`src/rtl/rv32_bus_pkg.sv`:
```
// Shared widths, defaults and FSM encoding for the picorv32 native-bus interconnect.
// Imported by the address decoder and the interconnect top.
package rv32_bus_pkg;

  localparam int ADDR_W = 32;
  localparam int DATA_W = 32;
  localparam int STRB_W = 4;

  localparam logic [DATA_W-1:0] DEFAULT_ERR_RDATA = 32'hDEAD_BEEF;

  typedef enum logic [1:0] {
    ST_IDLE   = 2'd0,
    ST_ACTIVE = 2'd1,
    ST_ERROR  = 2'd2,
    ST_DONE   = 2'd3
  } state_t;

endpackage

```
`src/rtl/rv32_addr_decode.sv`:
```
// Combinational base/mask window decoder; when windows overlap the lowest slot index wins.
// Slot i of the packed base/mask vectors occupies bits [32i+31:32i].
module rv32_addr_decode
  import rv32_bus_pkg::*;
#(
  parameter int NUM_SLAVES = 4,
  parameter logic [NUM_SLAVES*ADDR_W-1:0] ADDR_BASES =
    {32'h3000_0000, 32'h2000_0000, 32'h1000_0000, 32'h0000_0000},
  parameter logic [NUM_SLAVES*ADDR_W-1:0] ADDR_MASKS = {4{32'hF000_0000}},
  localparam int SEL_W = (NUM_SLAVES > 1) ? $clog2(NUM_SLAVES) : 1
) (
  input  logic [ADDR_W-1:0] addr,
  output logic              hit,
  output logic [SEL_W-1:0]  sel_idx
);

  logic [NUM_SLAVES-1:0] match_s;

  // Per-window compare, then a downward scan so lower indices overwrite higher ones.
  always_comb begin
    match_s = '0;
    hit     = 1'b0;
    sel_idx = '0;
    for (int i = 0; i < NUM_SLAVES; i++) begin
      match_s[i] = ((addr & ADDR_MASKS[i*ADDR_W +: ADDR_W]) ==
                    (ADDR_BASES[i*ADDR_W +: ADDR_W] & ADDR_MASKS[i*ADDR_W +: ADDR_W]));
    end
    for (int i = NUM_SLAVES - 1; i >= 0; i--) begin
      sel_idx = match_s[i] ? i[SEL_W-1:0] : sel_idx;
      hit     = hit | match_s[i];
    end
  end

endmodule

```
`src/rtl/rv32_interconnect.sv`:
```
// Routes one picorv32 native bus to NUM_SLAVES address windows with a registered decode,
// per-transaction timeout, an error responder and sticky debug error registers.
module rv32_interconnect
  import rv32_bus_pkg::*;
#(
  parameter int NUM_SLAVES = 4,
  parameter logic [NUM_SLAVES*ADDR_W-1:0] ADDR_BASES =
    {32'h3000_0000, 32'h2000_0000, 32'h1000_0000, 32'h0000_0000},
  parameter logic [NUM_SLAVES*ADDR_W-1:0] ADDR_MASKS = {4{32'hF000_0000}},
  parameter int unsigned TIMEOUT_CYCLES = 255,
  parameter logic [DATA_W-1:0] ERR_RDATA = DEFAULT_ERR_RDATA,
  parameter int CNT_WIDTH = 8
) (
  input  logic                         clk,
  input  logic                         reset,
  input  logic                         rv32_valid,
  output logic                         rv32_ready,
  input  logic [ADDR_W-1:0]            rv32_addr,
  input  logic [STRB_W-1:0]            rv32_wstrb,
  output logic [DATA_W-1:0]            rv32_rdata,
  output logic [NUM_SLAVES-1:0]        s_valid,
  input  logic [NUM_SLAVES-1:0]        s_ready,
  input  logic [NUM_SLAVES*DATA_W-1:0] s_rdata,
  output logic                         err_pulse,
  output logic [ADDR_W-1:0]            err_addr,
  output logic                         err_write,
  output logic [CNT_WIDTH-1:0]         err_count
);

  localparam int SEL_W = (NUM_SLAVES > 1) ? $clog2(NUM_SLAVES) : 1;
  localparam logic [31:0] TIMER_LAST = 32'(TIMEOUT_CYCLES) - 32'd1;

  function automatic logic [CNT_WIDTH-1:0] sat_inc(input logic [CNT_WIDTH-1:0] v);
    return (&v) ? v : v + CNT_WIDTH'(1);
  endfunction

  state_t               state_r, state_s;
  logic [SEL_W-1:0]     sel_r;
  logic [31:0]          timer_r;
  logic [ADDR_W-1:0]    err_addr_r;
  logic                 err_write_r;
  logic [CNT_WIDTH-1:0] err_count_r;

  logic                 dec_hit_s;
  logic [SEL_W-1:0]     dec_sel_s;
  logic                 sel_ready_s;
  logic [DATA_W-1:0]    sel_rdata_s;
  logic                 timeout_s;

  rv32_addr_decode #(
    .NUM_SLAVES (NUM_SLAVES),
    .ADDR_BASES (ADDR_BASES),
    .ADDR_MASKS (ADDR_MASKS)
  ) u_decode (
    .addr    (rv32_addr),
    .hit     (dec_hit_s),
    .sel_idx (dec_sel_s)
  );

  // Response mux for the latched slave.
  always_comb begin
    sel_ready_s = 1'b0;
    sel_rdata_s = '0;
    for (int i = 0; i < NUM_SLAVES; i++) begin
      sel_ready_s = (sel_r == i[SEL_W-1:0]) ? s_ready[i] : sel_ready_s;
      sel_rdata_s = (sel_r == i[SEL_W-1:0]) ? s_rdata[i*DATA_W +: DATA_W] : sel_rdata_s;
    end
  end

  assign timeout_s = (TIMEOUT_CYCLES != 32'd0) && (timer_r == TIMER_LAST);

  // Next-state logic; a dropped rv32_valid mid-transfer abandons it silently.
  always_comb begin
    state_s = state_r;
    case (state_r)
      ST_IDLE: begin
        if (rv32_valid) begin
          state_s = dec_hit_s ? ST_ACTIVE : ST_ERROR;
        end else begin
          state_s = ST_IDLE;
        end
      end
      ST_ACTIVE: begin
        if (!rv32_valid) begin
          state_s = ST_IDLE;
        end else if (sel_ready_s) begin
          state_s = ST_DONE;
        end else if (timeout_s) begin
          state_s = ST_ERROR;
        end else begin
          state_s = ST_ACTIVE;
        end
      end
      ST_ERROR: state_s = ST_DONE;
      ST_DONE:  state_s = ST_IDLE;
      default:  state_s = ST_IDLE;
    endcase
  end

  // Bus-facing outputs decoded from the current state.
  always_comb begin
    s_valid    = '0;
    rv32_ready = 1'b0;
    rv32_rdata = '0;
    err_pulse  = 1'b0;
    case (state_r)
      ST_ACTIVE: begin
        for (int i = 0; i < NUM_SLAVES; i++) begin
          s_valid[i] = (sel_r == i[SEL_W-1:0]);
        end
        rv32_ready = rv32_valid & sel_ready_s;
        rv32_rdata = sel_rdata_s;
      end
      ST_ERROR: begin
        rv32_ready = 1'b1;
        rv32_rdata = ERR_RDATA;
        err_pulse  = 1'b1;
      end
      default: begin
        rv32_ready = 1'b0;
      end
    endcase
  end

  // State, slave select, timer and error capture registers.
  always_ff @(posedge clk) begin
    if (reset) begin
      state_r     <= ST_IDLE;
      sel_r       <= '0;
      timer_r     <= 32'd0;
      err_addr_r  <= '0;
      err_write_r <= 1'b0;
      err_count_r <= '0;
    end else begin
      state_r <= state_s;
      if ((state_r == ST_IDLE) && rv32_valid && dec_hit_s) begin
        sel_r <= dec_sel_s;
      end
      timer_r <= ((state_r == ST_ACTIVE) && (state_s == ST_ACTIVE)) ? timer_r + 32'd1 : 32'd0;
      if (state_s == ST_ERROR) begin
        err_addr_r  <= rv32_addr;
        err_write_r <= |rv32_wstrb;
        err_count_r <= sat_inc(err_count_r);
      end
    end
  end

  assign err_addr  = err_addr_r;
  assign err_write = err_write_r;
  assign err_count = err_count_r;

endmodule

```
`config.mk`:
```
export PLATFORM = sky130hd
export DESIGN_NAME = rv32_interconnect
export DESIGN_NICKNAME = d
export VERILOG_FILES = /design/src/rtl/rv32_bus_pkg.sv /design/src/rtl/rv32_addr_decode.sv /design/src/rtl/rv32_interconnect.sv
export SDC_FILE = /design/constraint.sdc
export NUM_CORES = 1
export LEC_CHECK = 0
export CAP_MARGIN = 20
export CORE_AREA = 2 2 150 79
export DETAILED_ROUTE_END_ITERATION = 12
export DIE_AREA = 0 0 152 81
export PLACE_DENSITY_LB_ADDON = 0.25
export SYNTH_ARGS = -nofsm -noshare
export SYNTH_HDL_FRONTEND = slang
export SYNTH_SLANG_ARGS = --single-unit
```
`constraint.sdc`:
```
create_clock -name clk -period 7 [get_ports clk]
set_clock_uncertainty 0.1 [all_clocks]
set_input_delay 1.4 -clock clk [delete_from_list [all_inputs] [get_ports clk]]
set_output_delay 1.4 -clock clk [all_outputs]
set_load 0.02 [all_outputs]
```
==> run metrics <==
status completed; register area share after synthesis 0.334; Post-DRT Antenna Nets 0; # fillers a little under 900; Hold Path Class register to register; Reg2Reg Depth 8; WL/cell roughly 18 µm; EDFF count, synth 0; Worst Setup End Kind output port; first-pass GRT wire length 23.6 mm; leakage 2.68 nW; worst reg2reg startpoint sel_r[0]; fin crit share 0.682; Setup WS pre-CTS roughly 2.2 ns; Final Hold Fails 0; core area 11200 µm²; RSZ-0062 raised after global routing false; maximum vdd drop 0.153 mV; Hold EP timer_r[0]; max cap viols 0; number of port buffers roughly 250; Ys Warns 0; synthesized flop and latch total between 70 and 80; Clock Root Buffer clkbuf_16; f_max approximately 210 MHz; HPWL after detailed placement 12.2 mm; via density per instance between 5 and 6; cts repair resizes 0; Setup Crit Path Kind primary input to output port; largest net degree at the start of global routing 50; final setup violation count 0; Sink Count 77; Clock Pin Slew Worst Setup and Hold Paths around 0.06 ns; Die W approximately 150 µm; setup repair bufs after CTS 0; worst hold start timer_r[0]; Worst Hold Depth 1; top cell type by total area after synthesis dfxtp_1; CP Data Required Time between 5 and 6 ns; Worst EP arrival approximately 3.3 ns; initial core utilization 0.410; via count between 4000 and 5000; Synth top cells by count 77 x dfxtp_1, 77 x nor2_1, 38 x mux2i_1, 33 x mux4_2, 30 x nor2b_1; Initial DRT Pass Iterations 4; gpl congestion roughly 0.85; Max-slew headroom 0.350; Ports 250; first-iteration detailed-routing DRC count ~250; syn_area_per_cell between 9 and 10 µm²; setup_tns 0 ns; CTS Buf Count 9; Synth async-reset ratio 0; GRT Total Usage 0.245; Synth top area share 0.334; GR Overflow Total 0; Distinct cells, synth 47; DIE AREA between 10000 and 15000 µm²; RR Endpoint err_count[5]; Tightest Pin Transition 0.975 ns; Tmin final around 4.8 ns; H-tree lvl count 3; commonest register cell after synthesis dfxtp_1; share of layout cells above drive strength 1 0.102; die height between 80 and 90 µm; final worst slack 2.23 ns; Mapped Cells about 480; r2r setup slk ~3.9 ns; Clock Tree Buf Depth 2; final WL between 15 and 20 mm; Area contributors post-synth dfxtp_1 33%, mux4_2 16%, mux2i_1 8.2%, nor2_1 6.3%, nor2b_1 4.1%; final slew viol count 0; Worst Path Max Fanout 8; # DRC 0; vias in the first global route between 4000 and 5000; Synth Cell Area 4610 µm²; Post-Syn Nets 654; Layout area overhead 62.4%; critical path launch point type primary input; nets@finish ~900; Post-CTS Hold Buffers 0; CTS tree done; initial antenna violation count 1; Row Count 28; P per Cell Area 208 nW/µm²; clock latency on the worst-skew pair about 0.34 ns
[per-layer routing]
layer | wire length (µm) | global-route usage | vias up
met5 | 13 | 0 | -
met4 | 146 | 0.0533 | 2
met3 | 783 | 0.0587 | 17
met2 | 7410 | 0.383 | 139
met1 | 7340 | 0.348 | 2179
li1 | - | - | 2155
[sequential cells by signal (all words and copies together) (netlist names)]
register and count:
err_addr 32, err_count 8, err_write 1, sel_r 2
state_r 2, timer_r 32
[per-stage QoR]
| stage | std cells | cell area (µm²) | hold slack (ns) | util | power (mW) |
|---|---|---|---|---|---|
| 5_1_grt | 863 | 7490 | 0.421 | 0.666 | 1.63 |
| 3_3_place_gp | 846 | 7160 | 0.359 | 0.637 | 1.08 |
| 4_1_cts | 862 | 7460 | 0.385 | 0.663 | 1.56 |
| 3_5_place_dp | 846 | 7160 | 0.371 | 0.637 | 1.09 |
| 2_1_floorplan | 476 | 4610 | 0.341 | - | 0.814 |
| 6_report | 864 | 7490 | 0.381 | 0.666 | 1.56 |
[cell type report]
type / instances / area (µm²) / area share
inverter: 8 / 30.0 / 0.00401
sequential: 77 / 1540 / 0.206
clock buffer: 10 / 229 / 0.0306
clock inverter: 6 / 71.3 / 0.00952
timing repair buffer: 255 / 2550 / 0.341
multi-input combinational: 357 / 2870 / 0.384
antenna: 1 / 2.50 / 0.000334
tap: 150 / 188 / 0.0251
[kinds of logic after synthesis]
logic type | count (synthesis) | synth area share
AO/OA/AOI/OAI | 43 | 0.0556
flip-flops | 77 | 0.334
multiplexers | 73 | 0.249
buffers and inverters | 42 | 0.0445
adder cells (fa/ha/maj) | 7 | 0.0190
AND/OR/NAND/NOR | 204 | 0.241
XOR/XNOR | 30 | 0.0570
[power breakdown]
group / leakage [nW] / switching, mW / internal [mW]
sequential: 0.626 / 0.0149 / 0.465
combinational: 1.91 / 0.294 / 0.319
clock: 0.139 / 0.187 / 0.279
total: 2.68 / 0.495 / 1.06
[worst max-delay path by stage]
stage          startpoint         end  slack, ns
4_1_cts        rv32_valid  rv32_ready       2.24
5_1_grt        rv32_valid  rv32_ready       2.12
2_1_floorplan  s_ready[3]  rv32_ready       3.26
6_report       rv32_valid  rv32_ready       2.23
3_3_place_gp   rv32_valid  rv32_ready       2.26
3_5_place_dp   rv32_valid  rv32_ready       2.24
[worst max-delay path, cell delays in order]
cell and delay [ns]:
clkdlybuf4s50_1 0.67, nand2_1 0.17, nor2b_1 0.29, o21a_1 0.14, clkdlybuf4s50_1 0.60
[cell usage in the layout (no fill, tap or decap), types with 3 or more instances in the layout]
master and count:
and4_1 3, xnor2_1 18, nand4_1 5, clkbuf_16 9
mux2i_1 38, inv_1 8, mux4_2 33, nor2_4 10
nand2b_1 3, clkdlybuf4s50_1 248, nand3_1 13, nor3_1 5
ha_1 7, xor2_1 12, nor4_1 6, a21oi_1 28
dfxtp_1 76, nor2_1 77, nor2b_1 30, and3_1 17
nand2_1 19, buf_4 5, or4_1 6
No activity file was read; power rests on OpenSTA's default activity.
